`src/rtl/commit_trace.sv`:
```
// commit_trace: captures retired register/memory writes into a show-ahead trace FIFO.
// Optional build macro COMMIT_TRACE_TS_EN adds a free-running 16-bit timestamp per entry.
module commit_trace #(
  parameter int DEPTH = 16
) (
  input  logic                     clock,
  input  logic                     reset,
  input  logic                     enable,
  input  logic                     clear,
  input  logic                     commit_valid,
  input  logic [11:0]              commit_pc,
  input  logic                     rf_we,
  input  logic [4:0]               rf_reg,
  input  logic [31:0]              rf_data,
  input  logic                     mem_we,
  input  logic [11:0]              mem_addr,
  input  logic [31:0]              mem_data,
  input  logic                     trace_ready,
  output logic                     trace_valid,
  output logic [1:0]               trace_kind,
  output logic [11:0]              trace_pc,
  output logic [11:0]              trace_dst,
  output logic [31:0]              trace_data,
  output logic [15:0]              trace_ts,
  output logic [$clog2(DEPTH):0]   count,
  output logic                     full,
  output logic [7:0]               drop_count
);
  localparam int AW = $clog2(DEPTH);
  localparam logic [AW:0] DEPTH_CNT = DEPTH[AW:0];
  localparam logic [1:0]  KIND_REG  = 2'b01;
  localparam logic [1:0]  KIND_MEM  = 2'b10;

  typedef enum logic {IDLE = 1'b0, PEND = 1'b1} state_t;

  state_t        state;
  logic [11:0]   pend_pc;
  logic [11:0]   pend_addr;
  logic [31:0]   pend_data;
  logic [15:0]   pend_ts;
  logic [15:0]   ts;

  logic [1:0]    fifo_kind [DEPTH];
  logic [11:0]   fifo_pc   [DEPTH];
  logic [11:0]   fifo_dst  [DEPTH];
  logic [31:0]   fifo_data [DEPTH];
`ifdef COMMIT_TRACE_TS_EN
  logic [15:0]   fifo_ts   [DEPTH];
`endif
  logic [AW-1:0] wr_ptr;
  logic [AW-1:0] rd_ptr;

  logic          accept, has_reg, has_mem, discard;
  logic          push_req, push_do, pop, overflow, bypass;
  logic [1:0]    push_kind;
  logic [11:0]   push_pc, push_dst;
  logic [31:0]   push_data;
  logic [15:0]   push_ts;
  logic [AW-1:0] rd_next;
  logic [AW:0]   count_next;
  logic [1:0]    lost;
  logic [8:0]    drop_sum;
  logic [1:0]    head_kind;
  logic [11:0]   head_pc, head_dst;
  logic [31:0]   head_data;
  logic [15:0]   head_ts;

`ifdef COMMIT_TRACE_TS_EN
  // Free-running timestamp; clear deliberately leaves it alone.
  always_ff @(posedge clock or negedge reset) begin
    if (!reset) begin
      ts <= 16'd0;
    end else begin
      ts <= ts + 16'd1;
    end
  end
`else
  assign ts = 16'd0;
`endif

  // Decode which entry (if any) is offered to the FIFO this cycle.
  always_comb begin
    accept    = commit_valid & enable;
    has_reg   = rf_we & (rf_reg != 5'd0);
    has_mem   = mem_we;
    push_req  = 1'b0;
    push_kind = 2'b00;
    push_pc   = 12'd0;
    push_dst  = 12'd0;
    push_data = 32'd0;
    push_ts   = 16'd0;
    discard   = 1'b0;
    case (state)
      IDLE: begin
        if (accept && has_reg) begin
          push_req  = 1'b1;
          push_kind = KIND_REG;
          push_pc   = commit_pc;
          push_dst  = {7'd0, rf_reg};
          push_data = rf_data;
          push_ts   = ts;
        end else if (accept && has_mem) begin
          push_req  = 1'b1;
          push_kind = KIND_MEM;
          push_pc   = commit_pc;
          push_dst  = mem_addr;
          push_data = mem_data;
          push_ts   = ts;
        end else begin
          push_req  = 1'b0;
        end
      end
      PEND: begin
        // The deferred mem half always goes out; a new commit here is lost.
        push_req  = 1'b1;
        push_kind = KIND_MEM;
        push_pc   = pend_pc;
        push_dst  = pend_addr;
        push_data = pend_data;
        push_ts   = pend_ts;
        discard   = accept & (has_reg | has_mem);
      end
      default: begin
        push_req  = 1'b0;
      end
    endcase
  end

  // FIFO bookkeeping and next head entry (bypassed when it is written this edge).
  always_comb begin
    pop        = trace_valid & trace_ready;
    overflow   = push_req & full & ~pop;
    push_do    = push_req & ~overflow;
    rd_next    = rd_ptr + {{(AW-1){1'b0}}, pop};
    count_next = count + {{AW{1'b0}}, push_do} - {{AW{1'b0}}, pop};
    lost       = {1'b0, overflow} + {1'b0, discard};
    drop_sum   = {1'b0, drop_count} + {7'd0, lost};
    bypass     = push_do & (rd_next == wr_ptr);
    if (count_next == {(AW+1){1'b0}}) begin
      head_kind = 2'b00;
      head_pc   = 12'd0;
      head_dst  = 12'd0;
      head_data = 32'd0;
      head_ts   = 16'd0;
    end else if (bypass) begin
      head_kind = push_kind;
      head_pc   = push_pc;
      head_dst  = push_dst;
      head_data = push_data;
      head_ts   = push_ts;
    end else begin
      head_kind = fifo_kind[rd_next];
      head_pc   = fifo_pc[rd_next];
      head_dst  = fifo_dst[rd_next];
      head_data = fifo_data[rd_next];
`ifdef COMMIT_TRACE_TS_EN
      head_ts   = fifo_ts[rd_next];
`else
      head_ts   = 16'd0;
`endif
    end
  end

  // Two-state commit FSM: PEND holds the mem half of a dual-write commit.
  always_ff @(posedge clock or negedge reset) begin
    if (!reset) begin
      state     <= IDLE;
      pend_pc   <= 12'd0;
      pend_addr <= 12'd0;
      pend_data <= 32'd0;
      pend_ts   <= 16'd0;
    end else if (clear) begin
      state     <= IDLE;
    end else begin
      case (state)
        IDLE: begin
          if (accept && has_reg && has_mem) begin
            state     <= PEND;
            pend_pc   <= commit_pc;
            pend_addr <= mem_addr;
            pend_data <= mem_data;
            pend_ts   <= ts;
          end
        end
        PEND:    state <= IDLE;
        default: state <= IDLE;
      endcase
    end
  end

  // Entry storage; contents need no reset because count gates visibility.
  always_ff @(posedge clock) begin
    if (push_do && !clear) begin
      fifo_kind[wr_ptr] <= push_kind;
      fifo_pc[wr_ptr]   <= push_pc;
      fifo_dst[wr_ptr]  <= push_dst;
      fifo_data[wr_ptr] <= push_data;
`ifdef COMMIT_TRACE_TS_EN
      fifo_ts[wr_ptr]   <= push_ts;
`endif
    end
  end

  // Pointers, occupancy, drop counter and registered head outputs.
  always_ff @(posedge clock or negedge reset) begin
    if (!reset) begin
      wr_ptr      <= {AW{1'b0}};
      rd_ptr      <= {AW{1'b0}};
      count       <= {(AW+1){1'b0}};
      full        <= 1'b0;
      drop_count  <= 8'd0;
      trace_valid <= 1'b0;
      trace_kind  <= 2'b00;
      trace_pc    <= 12'd0;
      trace_dst   <= 12'd0;
      trace_data  <= 32'd0;
      trace_ts    <= 16'd0;
    end else if (clear) begin
      wr_ptr      <= {AW{1'b0}};
      rd_ptr      <= {AW{1'b0}};
      count       <= {(AW+1){1'b0}};
      full        <= 1'b0;
      drop_count  <= 8'd0;
      trace_valid <= 1'b0;
      trace_kind  <= 2'b00;
      trace_pc    <= 12'd0;
      trace_dst   <= 12'd0;
      trace_data  <= 32'd0;
      trace_ts    <= 16'd0;
    end else begin
      wr_ptr      <= wr_ptr + {{(AW-1){1'b0}}, push_do};
      rd_ptr      <= rd_next;
      count       <= count_next;
      full        <= (count_next == DEPTH_CNT);
      drop_count  <= drop_sum[8] ? 8'hFF : drop_sum[7:0];
      trace_valid <= (count_next != {(AW+1){1'b0}});
      trace_kind  <= head_kind;
      trace_pc    <= head_pc;
      trace_dst   <= head_dst;
      trace_data  <= head_data;
      trace_ts    <= head_ts;
    end
  end

endmodule

```
`config.mk`:
```
export PLATFORM = sky130hd
export DESIGN_NAME = commit_trace
export DESIGN_NICKNAME = d
export VERILOG_FILES = /design/src/rtl/commit_trace.sv
export SDC_FILE = /design/constraint.sdc
export NUM_CORES = 1
export LEC_CHECK = 0
export CAP_MARGIN = 0
export CORE_MARGIN = 5
export CORE_UTILIZATION = 50
export CTS_CLUSTER_DIAMETER = 30
export DETAILED_ROUTE_END_ITERATION = 16
export GPL_TIMING_DRIVEN = 0
export PLACE_DENSITY = 0.75
export SETUP_SLACK_MARGIN = 0.3
export SLEW_MARGIN = 20
export SYNTH_ARGS = -nofsm -noshare
export SYNTH_HDL_FRONTEND = slang
export SYNTH_SLANG_ARGS = --single-unit
```
`constraint.sdc`:
```
create_clock -name clock -period 6.5 [get_ports clock]
set_input_delay 0.65 -clock clock [delete_from_list [all_inputs] [get_ports clock]]
set_output_delay 0.65 -clock clock [all_outputs]
set_load 0.05 [all_outputs]
```
==> impl_metrics.prom, run 1 <==
# TYPE chip_impl_metric gauge
chip_impl_metric{name="grt_remaining_overflow",unit=""} 0
chip_impl_metric{name="post-route-cell-area",unit="µm²"} 54240
chip_impl_metric{name="finalMaxSlewViolations",unit=""} 0
chip_impl_info{name="tritoncts",value="yes"} 1
chip_impl_metric{name="cts.repair.resized",unit=""} 0
chip_impl_info{name="synth_commonest_cells",value="edfxtp_1, nand2_1, mux4_2, dfrtp_1, clkbuf_1"} 1
chip_impl_metric{name="synth-edff-count",unit=""} 928
chip_impl_metric{name="drc",unit=""} 0
chip_impl_metric{name="netSwitchingPower",unit="W"} 0.006128
chip_impl_metric{name="timing_worst_slew_pin_value",unit="ns"} 1.264
chip_impl_info{name="setup.worst_path.end_class",value="register"} 1
chip_impl_metric{name="ctsHoldBuffers",unit=""} 1
chip_impl_metric{name="period_minus_slack",unit="ns"} 5.935
chip_impl_info{name="clk_root_buffer_cell",value="clkbuf_16"} 1
chip_impl_info{name="criticalPathCategory",value="in -> reg"} 1
chip_impl_metric{name="maxSlewHeadroom",unit="%"} 15.73
chip_impl_metric{name="cts_inserted_buffers",unit=""} 183
chip_impl_metric{name="critical_path_peak_fanout",unit=""} 10
chip_impl_metric{name="drtPass1Iterations",unit=""} 8
chip_impl_metric{name="ff_latch_area",unit="µm²"} 31320
chip_impl_metric{name="post-cts-setup-buffer-count",unit=""} 0
chip_impl_metric{name="first_iter_violations",unit=""} 3421
chip_impl_metric{name="final_period_utilization",unit="%"} 91.30
chip_impl_metric{name="cts.reportedPaths.clkPinSlew",unit="ns"} 0.05
chip_impl_metric{name="cts.path.max_buffers",unit=""} 3
chip_impl_metric{name="core-area",unit="µm²"} 84880
chip_impl_metric{name="antenna_found_initial",unit=""} 1
chip_impl_metric{name="yosysUniqueCellTypes",unit=""} 55
chip_impl_metric{name="seqPwrFrac",unit="%"} 35.0
chip_impl_metric{name="grt_pass1_vias",unit=""} 27123
chip_impl_metric{name="post_synth.cell_area_avg",unit="µm²"} 18.15
chip_impl_metric{name="initial_core_util",unit="%"} 50.19
chip_impl_metric{name="fillers",unit=""} 5477
chip_impl_metric{name="grt_pass1_wl",unit="mm"} 178.9
chip_impl_metric{name="fraction_of_final_layout_cells_with_drive_strength_greater_than_1",unit="%"} 26.72
chip_impl_metric{name="clock_skew",unit="ns"} 0.02918
chip_impl_metric{name="leakage",unit="nW"} 19.24
chip_impl_metric{name="grt_start_max_net_pins",unit=""} 80
chip_impl_metric{name="cell_area_after_synthesis",unit="µm²"} 42600
chip_impl_metric{name="detailed_place_hpwl",unit="mm"} 76.78
chip_impl_metric{name="fraction_of_synthesized_cell_area_taken_by_the_top_area_cell_type",unit="%"} 65.42
chip_impl_metric{name="postSynthRegisterBits",unit=""} 1066
chip_impl_metric{name="setup_violations",unit=""} 0
chip_impl_info{name="most_instantiated_library_cell_after_synthesis",value="edfxtp_1"} 1
chip_impl_info{name="rr_startpoint",value="state$_DFF_PN0_"} 1
chip_impl_info{name="synth_area_leader_cell",value="edfxtp_1"} 1
chip_impl_info{name="cp-start-kind",value="input port"} 1
chip_impl_metric{name="synth-async-reset-ratio",unit="%"} 12.95
chip_impl_metric{name="syn_inst",unit=""} 2347
chip_impl_metric{name="gp_routability_congestion",unit=""} 0.8055
chip_impl_metric{name="nets",unit=""} 2926
chip_impl_metric{name="rr_worst_depth",unit=""} 14
chip_impl_info{name="rsz0062_at_grt",value="no"} 1
chip_impl_metric{name="finalHoldViolations",unit=""} 0
chip_impl_metric{name="wirelength_per_cell",unit="µm"} 29.83
chip_impl_metric{name="core_utilization_of_the_finished_layout",unit="%"} 63.90
chip_impl_metric{name="sw_frac_of_total",unit="%"} 27.31
chip_impl_metric{name="cts.sinks",unit=""} 1066
chip_impl_metric{name="top_level_ports",unit=""} 190
chip_impl_metric{name="area_delta_synth_final",unit="%"} 27.32
chip_impl_metric{name="cap_viol_max_count",unit=""} 0
chip_impl_metric{name="clock_tree.htree_level_count",unit=""} 4
chip_impl_info{name="hold_class",value="in -> async"} 1
chip_impl_info{name="outcome",value="finished, final reports clean"} 1
chip_impl_metric{name="placement.cell_area",unit="µm²"} 47380
chip_impl_metric{name="die_area",unit="µm²"} 91140
chip_impl_metric{name="critical_path_arrival",unit="ns"} 6.51
chip_impl_info{name="post_synth_main_area_contributors",value="edfxtp_1, mux4_2, dfrtp_1"} 1
chip_impl_metric{name="multi_input_comb_area",unit="µm²"} 10620
chip_impl_metric{name="detail_route.vias_per_cell",unit=""} 6.232
chip_impl_metric{name="num_rows",unit=""} 107
chip_impl_metric{name="timing.fmax",unit="MHz"} 168.5
chip_impl_metric{name="critical_path_required",unit="ns"} 7.07
chip_impl_metric{name="final_antenna_net_count",unit=""} 0
chip_impl_metric{name="comb_power_share",unit="%"} 18.0
chip_impl_metric{name="internal_pwr_total",unit="W"} 0.01631
chip_impl_metric{name="die_y",unit="µm"} 301.9
chip_impl_metric{name="power-per-cell-area",unit="nW/µm²"} 413.8
chip_impl_metric{name="synth-seq-area-share",unit="%"} 73.52
chip_impl_metric{name="worst_voltage_drop_across_the_vdd_grid",unit="µV"} 381.4
chip_impl_metric{name="r2r_setup_slack",unit="ns"} 1.35
chip_impl_metric{name="skew_pair_late_insertion_delay",unit="ns"} 0.77
chip_impl_info{name="setup.worst_path.start",value="rf_reg[3]"} 1
chip_impl_metric{name="groute.usage.overall",unit="%"} 27.02
chip_impl_metric{name="i_o_buffers",unit=""} 173
chip_impl_info{name="dominantRegCellSynth",value="edfxtp_1"} 1
chip_impl_metric{name="wirelength",unit="mm"} 122.8
chip_impl_info{name="worst_r2r_endpoint",value="trace_data[28]$_DFF_PN0_"} 1
chip_impl_info{name="critPathCapture",value="trace_data[28]$_DFF_PN0_"} 1
chip_impl_metric{name="dieWidth",unit="µm"} 301.9
chip_impl_metric{name="power_frac_clock",unit="%"} 47.0
chip_impl_metric{name="yosys_warns",unit=""} 0
chip_impl_metric{name="via_count",unit=""} 25656
## cell families after synthesis
| group | count (synthesis) | share of synthesized area (%) |
|---|---|---|
| buffers and inverters | 186 | 2.147 |
| AND/OR/NAND/NOR | 581 | 6.585 |
| flip-flops | 1066 | 73.52 |
| multiplexers | 303 | 14.13 |
| other | 1 | 0.008803 |
| XOR/XNOR | 18 | 0.4376 |
| adder cells (fa/ha/maj) | 11 | 0.3583 |
| AO/OA/AOI/OAI | 181 | 2.814 |
## routing by layer
layer | global-route usage [%] | share of wire, %
met3 | 7.558 | 12
met2 | 43.98 | 49
met1 | 34.61 | 35
met5 | 0 | 0
met4 | 11.53 | 4.5
## cell usage in the layout, fill, tap and decap left out, types with 7 or more instances in the layout
cell | Yosys | final
mux4_2 | 233 | 233
dfrtp_1 | 138 | 138
clkdlybuf4s50_1 | 0 | 172
nand3_1 | 68 | 68
buf_2 | 43 | 47
edfxtp_1 | 928 | 928
o21ai_0 | 23 | 23
buf_16 | 0 | 22
inv_8 | 0 | 9
clkinvlp_4 | 0 | 15
buf_8 | 0 | 10
mux2_2 | 49 | 49
clkbuf_16 | 0 | 185
or3_1 | 31 | 31
clkinv_4 | 0 | 16
o22ai_1 | 19 | 19
conb_1 | 1 | 16
bufinv_16 | 0 | 40
mux2i_1 | 14 | 14
clkinv_1 | 0 | 15
and2_1 | 32 | 32
clkinv_2 | 0 | 18
nor4b_1 | 32 | 32
nor2_4 | 0 | 9
mux2_1 | 7 | 7
buf_1 | 9 | 9
inv_1 | 25 | 25
nor2_1 | 43 | 34
a21oi_1 | 46 | 46
buf_4 | 20 | 54
o211ai_1 | 39 | 39
clkbuf_1 | 78 | 94
ha_1 | 9 | 9
nand2_1 | 308 | 308
o31ai_1 | 31 | 31
xor2_1 | 10 | 9
inv_6 | 0 | 14
nor3b_1 | 35 | 33
buf_12 | 0 | 9
buf_6 | 9 | 24
## metrics by stage
stage                     cells  hold slack [ns]  worst slack [ns]  setup TNS [ns]  power (W)
final                      4117           0.4290            0.5653               0    0.02244
after global routing       4116           0.4838            0.3879               0    0.02310
after CTS                  4116           0.4322            0.6726               0    0.02249
after floorplan            2362           0.3544            0.3637               0    0.01069
after global placement     3679           0.4737            -5.859        -3061.81    0.01182
after detailed placement   3772           0.4815          -0.06252         -0.2079    0.01193
## area by class of cell
type	count	area share [%]
Antenna cell	1	0.004614
Buffer	161	1.513
Clock buffer	202	8.671
Clock inverter	141	3.945
Inverter	25	0.1730
Multi-Input combinational cell	1110	19.57
Sequential cell	1066	57.75
Tap cell	1144	2.639
Timing Repair Buffer	267	5.737
## state kept, by name (all words and copies together) (netlist names), 2 cells and up
| name | count |
|---|---|
| fifo_kind | 32 |
| pend_pc | 12 |
| trace_data | 32 |
| count | 5 |
| rd_ptr | 4 |
| pend_addr | 12 |
| trace_kind | 2 |
| wr_ptr | 4 |
| fifo_pc | 192 |
| fifo_data | 512 |
| trace_dst | 12 |
| fifo_dst | 192 |
| pend_data | 32 |
| drop_count | 8 |
| trace_pc | 12 |
## how the worst min path moves through the flow
| stage | to | depth (start not counted) | from | slack (ns) |
|---|---|---|---|---|
| floorplan | count[0]$_DFF_PN0_ | 0 | reset | 0.35 |
| global placement | pend_pc[10]$_DFFE_PN0P_ | 1 | pend_pc[10]$_DFFE_PN0P_ | 0.47 |
| detailed placement | pend_pc[4]$_DFFE_PN0P_ | 1 | pend_pc[4]$_DFFE_PN0P_ | 0.48 |
| CTS | trace_data[0]$_DFF_PN0_ | 2 | reset | 0.43 |
| global route | pend_data[16]$_DFFE_PN0P_ | 2 | reset | 0.48 |
| finish | trace_data[19]$_DFF_PN0_ | 2 | reset | 0.43 |
## power by group through the flow
stage / Clock, W / Sequential (W) / Combinational, W
after global routing: 0.0110 / 0.00788 / 0.00427
after CTS: 0.0106 / 0.00786 / 0.00404
after floorplan: 0 / 0.00850 / 0.00219
after global placement: 0 / 0.00798 / 0.00384
final: 0.0105 / 0.00786 / 0.00404
after detailed placement: 0 / 0.00798 / 0.00395
## worst max-delay path: stages
cell,delay [ns]
clkdlybuf4s50_1,0.44
or4_4,0.57
o21a_1,0.20
buf_6,0.17
buf_6,0.18
nor2_1,0.62
nand2_1,0.22
o21ai_0,0.15
ha_1,0.20
inv_1,0.06
fa_1,0.43
xnor2_1,0.17
nor4b_1,0.29
mux2i_1,0.27
o21ai_1,0.60
clkbuf_1,0.61
buf_2,0.46
a21oi_1,0.18
Note: power is estimated with default switching activity, not from simulation.
==> inputs of run 2 (changes only) <==
--- a/config.mk
+++ b/config.mk
@@ -11,7 +11,7 @@
 export CTS_CLUSTER_DIAMETER = 30
 export DETAILED_ROUTE_END_ITERATION = 16
 export GPL_TIMING_DRIVEN = 0
-export PLACE_DENSITY = 0.75
+export PLACE_DENSITY_LB_ADDON = 0.1
 export SETUP_SLACK_MARGIN = 0.3
 export SLEW_MARGIN = 20
 export SYNTH_ARGS = -nofsm -noshare
==> constraint.sdc (replaced) <==
create_clock -name clock -period 6 [get_ports clock]
set_input_delay 0.6 -clock clock [delete_from_list [all_inputs] [get_ports clock]]
set_output_delay 0.6 -clock clock [all_outputs]
set_load 0.05 [all_outputs]
==> run 2 against run 1 <==
Net effect:
- worst setup slack worse by 0.038 ns
- flip-flop and latch count unchanged
- worst hold slack worse by 0.11 ns
- global-route usage decreased by 0.77 points
- total power is 10% higher
==> impl_metrics.prom, run 2 (synthesized netlist as in run 1, its figures left out) <==
# TYPE chip_impl_metric gauge
chip_impl_metric{name="core-area",unit="µm²"} 84880
chip_impl_metric{name="largest_register_ff_count",unit=""} 512
chip_impl_metric{name="die_area",unit="µm²"} 91140
chip_impl_metric{name="num_rows",unit=""} 107
chip_impl_metric{name="holdWs",unit="ns"} 0.3199
chip_impl_metric{name="via_count",unit=""} 24492
chip_impl_metric{name="critical_path_buf_inv_count",unit=""} 6
chip_impl_info{name="cpMaxStageDelayCell",value="nor2_1"} 1
chip_impl_metric{name="finalHoldViolations",unit=""} 0
chip_impl_metric{name="wirelength_per_cell",unit="µm"} 28.43
chip_impl_metric{name="finalMaxSlewViolations",unit=""} 0
chip_impl_metric{name="post-route-cell-area",unit="µm²"} 54960
chip_impl_metric{name="setup_violations",unit=""} 0
chip_impl_info{name="critPathTopFamily",value="buffers and inverters"} 1
chip_impl_metric{name="core_utilization_of_the_finished_layout",unit="%"} 64.76
chip_impl_info{name="outcome",value="finished, final reports clean"} 1
chip_impl_metric{name="worst_slack_after_detailed_placement",unit="ns"} -0.3289
chip_impl_metric{name="fraction_of_final_layout_cells_with_drive_strength_greater_than_1",unit="%"} 27.55
chip_impl_info{name="setup.worst_path.start",value="rf_reg[3]"} 1
chip_impl_metric{name="fillers",unit=""} 5856
chip_impl_info{name="rsz0062_at_grt",value="no"} 1
chip_impl_info{name="cp-start-kind",value="input port"} 1
chip_impl_metric{name="worst_voltage_drop_across_the_vdd_grid",unit="µV"} 320.1
chip_impl_metric{name="grt_pass1_wl",unit="mm"} 171.7
chip_impl_metric{name="critical_path_arrival",unit="ns"} 6.11
chip_impl_metric{name="detail_route.vias_per_cell",unit=""} 5.890
chip_impl_info{name="hold_class",value="in -> async"} 1
chip_impl_metric{name="final_antenna_net_count",unit=""} 0
chip_impl_metric{name="nets",unit=""} 2941
chip_impl_metric{name="cts.path.max_buffers",unit=""} 3
chip_impl_metric{name="power-per-cell-area",unit="nW/µm²"} 450.9
chip_impl_info{name="clk_root_buffer_cell",value="clkbuf_16"} 1
chip_impl_metric{name="worst_path_largest_cell_delay",unit="ns"} 0.62
chip_impl_metric{name="initial_core_util",unit="%"} 50.19
chip_impl_metric{name="drc",unit=""} 0
chip_impl_metric{name="layoutNonFillerInstCount",unit=""} 4158
chip_impl_metric{name="clock_tree.htree_level_count",unit=""} 4
chip_impl_metric{name="placedCellCount",unit=""} 3764
chip_impl_metric{name="grt_start_max_net_pins",unit=""} 55
chip_impl_metric{name="grt_pass1_vias",unit=""} 25547
chip_impl_metric{name="critical_path_peak_fanout",unit=""} 10
chip_impl_metric{name="cts.reportedPaths.clkPinSlew",unit="ns"} 0.05
chip_impl_info{name="criticalPathCategory",value="in -> reg"} 1
chip_impl_metric{name="maxSlewHeadroom",unit="%"} 21.17
chip_impl_metric{name="final_period_utilization",unit="%"} 91.21
chip_impl_info{name="final_common_cell",value="edfxtp_1"} 1
chip_impl_info{name="cp_common_cell",value="buf_6"} 1
chip_impl_metric{name="detailed_place_hpwl",unit="mm"} 77.32
chip_impl_metric{name="clock_skew",unit="ns"} 0.02795
chip_impl_metric{name="post-cts-setup-buffer-count",unit=""} 0
chip_impl_info{name="setup.worst_path.end_class",value="register"} 1
chip_impl_info{name="reg.largest.list",value="fifo_data x512, fifo_dst x192, fifo_pc x192"} 1
chip_impl_metric{name="gp_routability_congestion",unit=""} 0.7820
chip_impl_metric{name="leakage",unit="nW"} 19.50
chip_impl_info{name="cp_cell_sequence",value="clkdlybuf4s50_1, or4_4, o21a_1, buf_6, buf_6, nor2_1, nand2_1, o21ai_0, ha_1, inv_1, fa_1, xnor2_1, nor4b_1, mux2i_1, o21ai_1, clkbuf_2, buf_2, a21oi_1"} 1
chip_impl_info{name="tritoncts",value="yes"} 1
chip_impl_metric{name="placement.cell_area",unit="µm²"} 47550
chip_impl_metric{name="skew_pair_late_insertion_delay",unit="ns"} 0.78
chip_impl_metric{name="antenna_found_initial",unit=""} 2
chip_impl_metric{name="area_delta_synth_final",unit="%"} 29.02
chip_impl_metric{name="grt_remaining_overflow",unit=""} 0
chip_impl_metric{name="wirelength",unit="mm"} 118.2
chip_impl_info{name="layout_common_cells",value="edfxtp_1, nand2_1, mux4_2"} 1
chip_impl_metric{name="cap_viol_max_count",unit=""} 0
chip_impl_info{name="rr_startpoint",value="state$_DFF_PN0_"} 1
chip_impl_metric{name="groute.usage.overall",unit="%"} 26.25
chip_impl_metric{name="timing_worst_slew_pin_value",unit="ns"} 1.182
chip_impl_metric{name="drtPass1Iterations",unit=""} 5
chip_impl_metric{name="period_minus_slack",unit="ns"} 5.473
chip_impl_metric{name="dieWidth",unit="µm"} 301.9
chip_impl_metric{name="top_level_ports",unit=""} 190
chip_impl_metric{name="first_iter_violations",unit=""} 2824
chip_impl_metric{name="r2r_setup_slack",unit="ns"} 1.30
chip_impl_metric{name="die_y",unit="µm"} 301.9
chip_impl_metric{name="i_o_buffers",unit=""} 173
chip_impl_metric{name="cts_inserted_buffers",unit=""} 206
chip_impl_metric{name="critical_path_required",unit="ns"} 6.64
chip_impl_metric{name="ff_latch_area",unit="µm²"} 31320
chip_impl_metric{name="multi_input_comb_area",unit="µm²"} 10650
chip_impl_metric{name="timing.fmax",unit="MHz"} 182.7
chip_impl_metric{name="cts.sinks",unit=""} 1066
chip_impl_info{name="max_flop_register",value="fifo_data"} 1
chip_impl_metric{name="post-route-worst-setup-slack",unit="ns"} 0.5273
==> run 2: cell count changes in the layout (fill, tap and decap cells not counted), moves of 5 or more <==
cell,delta
clkinvlp_4,+12
buf_8,+22
clkinv_2,+18
clkbuf_16,+22
clkbuf_1,+6
buf_4,-34
clkbuf_8,+7
bufinv_16,-5
nor3_2,-5
nor3_4,+5
inv_8,-7
==> run 2: path summary, 6_finish.rpt <==
| check | depth (start not counted) | end |
|---|---|---|
| min in group clock | 2 | pend_pc[4]$_DFFE_PN0P_ |
| worst min register to register | 1 | pend_pc[4]$_DFFE_PN0P_ |
| worst max-delay path | 18 | trace_dst[10]$_DFF_PN0_ |
| worst max register to register | 14 | trace_dst[10]$_DFF_PN0_ |
| max in group asynchronous | 4 | trace_pc[9]$_DFF_PN0_ |
| worst min-delay path | 2 | trace_data[24]$_DFF_PN0_ |
==> run 2: cell type report <==
type	instances	share of cell area, %
antenna	1	0.004553
buffer	161	1.500
clock buffer	239	9.789
clock inverter	153	3.635
inverter	25	0.1707
multi-input combinational	1110	19.37
sequential	1066	56.98
tap	1144	2.604
timing repair buffer	259	5.939
==> run 2: power breakdown <==
group          internal, W  leakage (nW)  switching (W)  total, W
combinational      0.00181          5.70        0.00251   0.00431
clock              0.00798          3.53        0.00398    0.0120
sequential         0.00838          10.3       0.000133   0.00851
==> run 2: routing by layer <==
layer | vias up | share of wire [%] | global-route usage (%)
li1 | 10306 | - | -
met1 | 12722 | 40 | 35.74
met2 | 1254 | 48 | 41.29
met3 | 210 | 9.1 | 7.012
met4 | 0 | 3.3 | 9.953
met5 | - | 0 | 0
==> run 2: worst reg2reg max path, stage by stage (launching register included) <==
cell	delay [ns]
dfrtp_1	0.40
nand2b_1	0.20
nor2_1	0.64
nand2_1	0.23
o21ai_0	0.14
ha_1	0.19
inv_1	0.06
fa_1	0.42
xnor2_1	0.17
nor4b_1	0.26
mux2i_1	0.25
o21ai_1	0.61
clkbuf_2	0.47
buf_2	0.41
a21oi_1	0.12
==> run 2: stage by stage <==
step                      power, W  TNS [ns]
after floorplan            0.01158         0
after global placement     0.01288  -2849.88
after detailed placement   0.01296    -3.023
after CTS                  0.02494         0
after global routing       0.02562         0
final                      0.02478         0
==> run 2: repair_timing <==
| item | 4_1_cts | 5_1_grt |
|---|---|---|
| setup endpoints to repair | 0 | 10 |
| hold buffers | 1 | 0 |
| hold endpoints to repair | 40 | 0 |
| gates resized for setup | 0 | 2 |
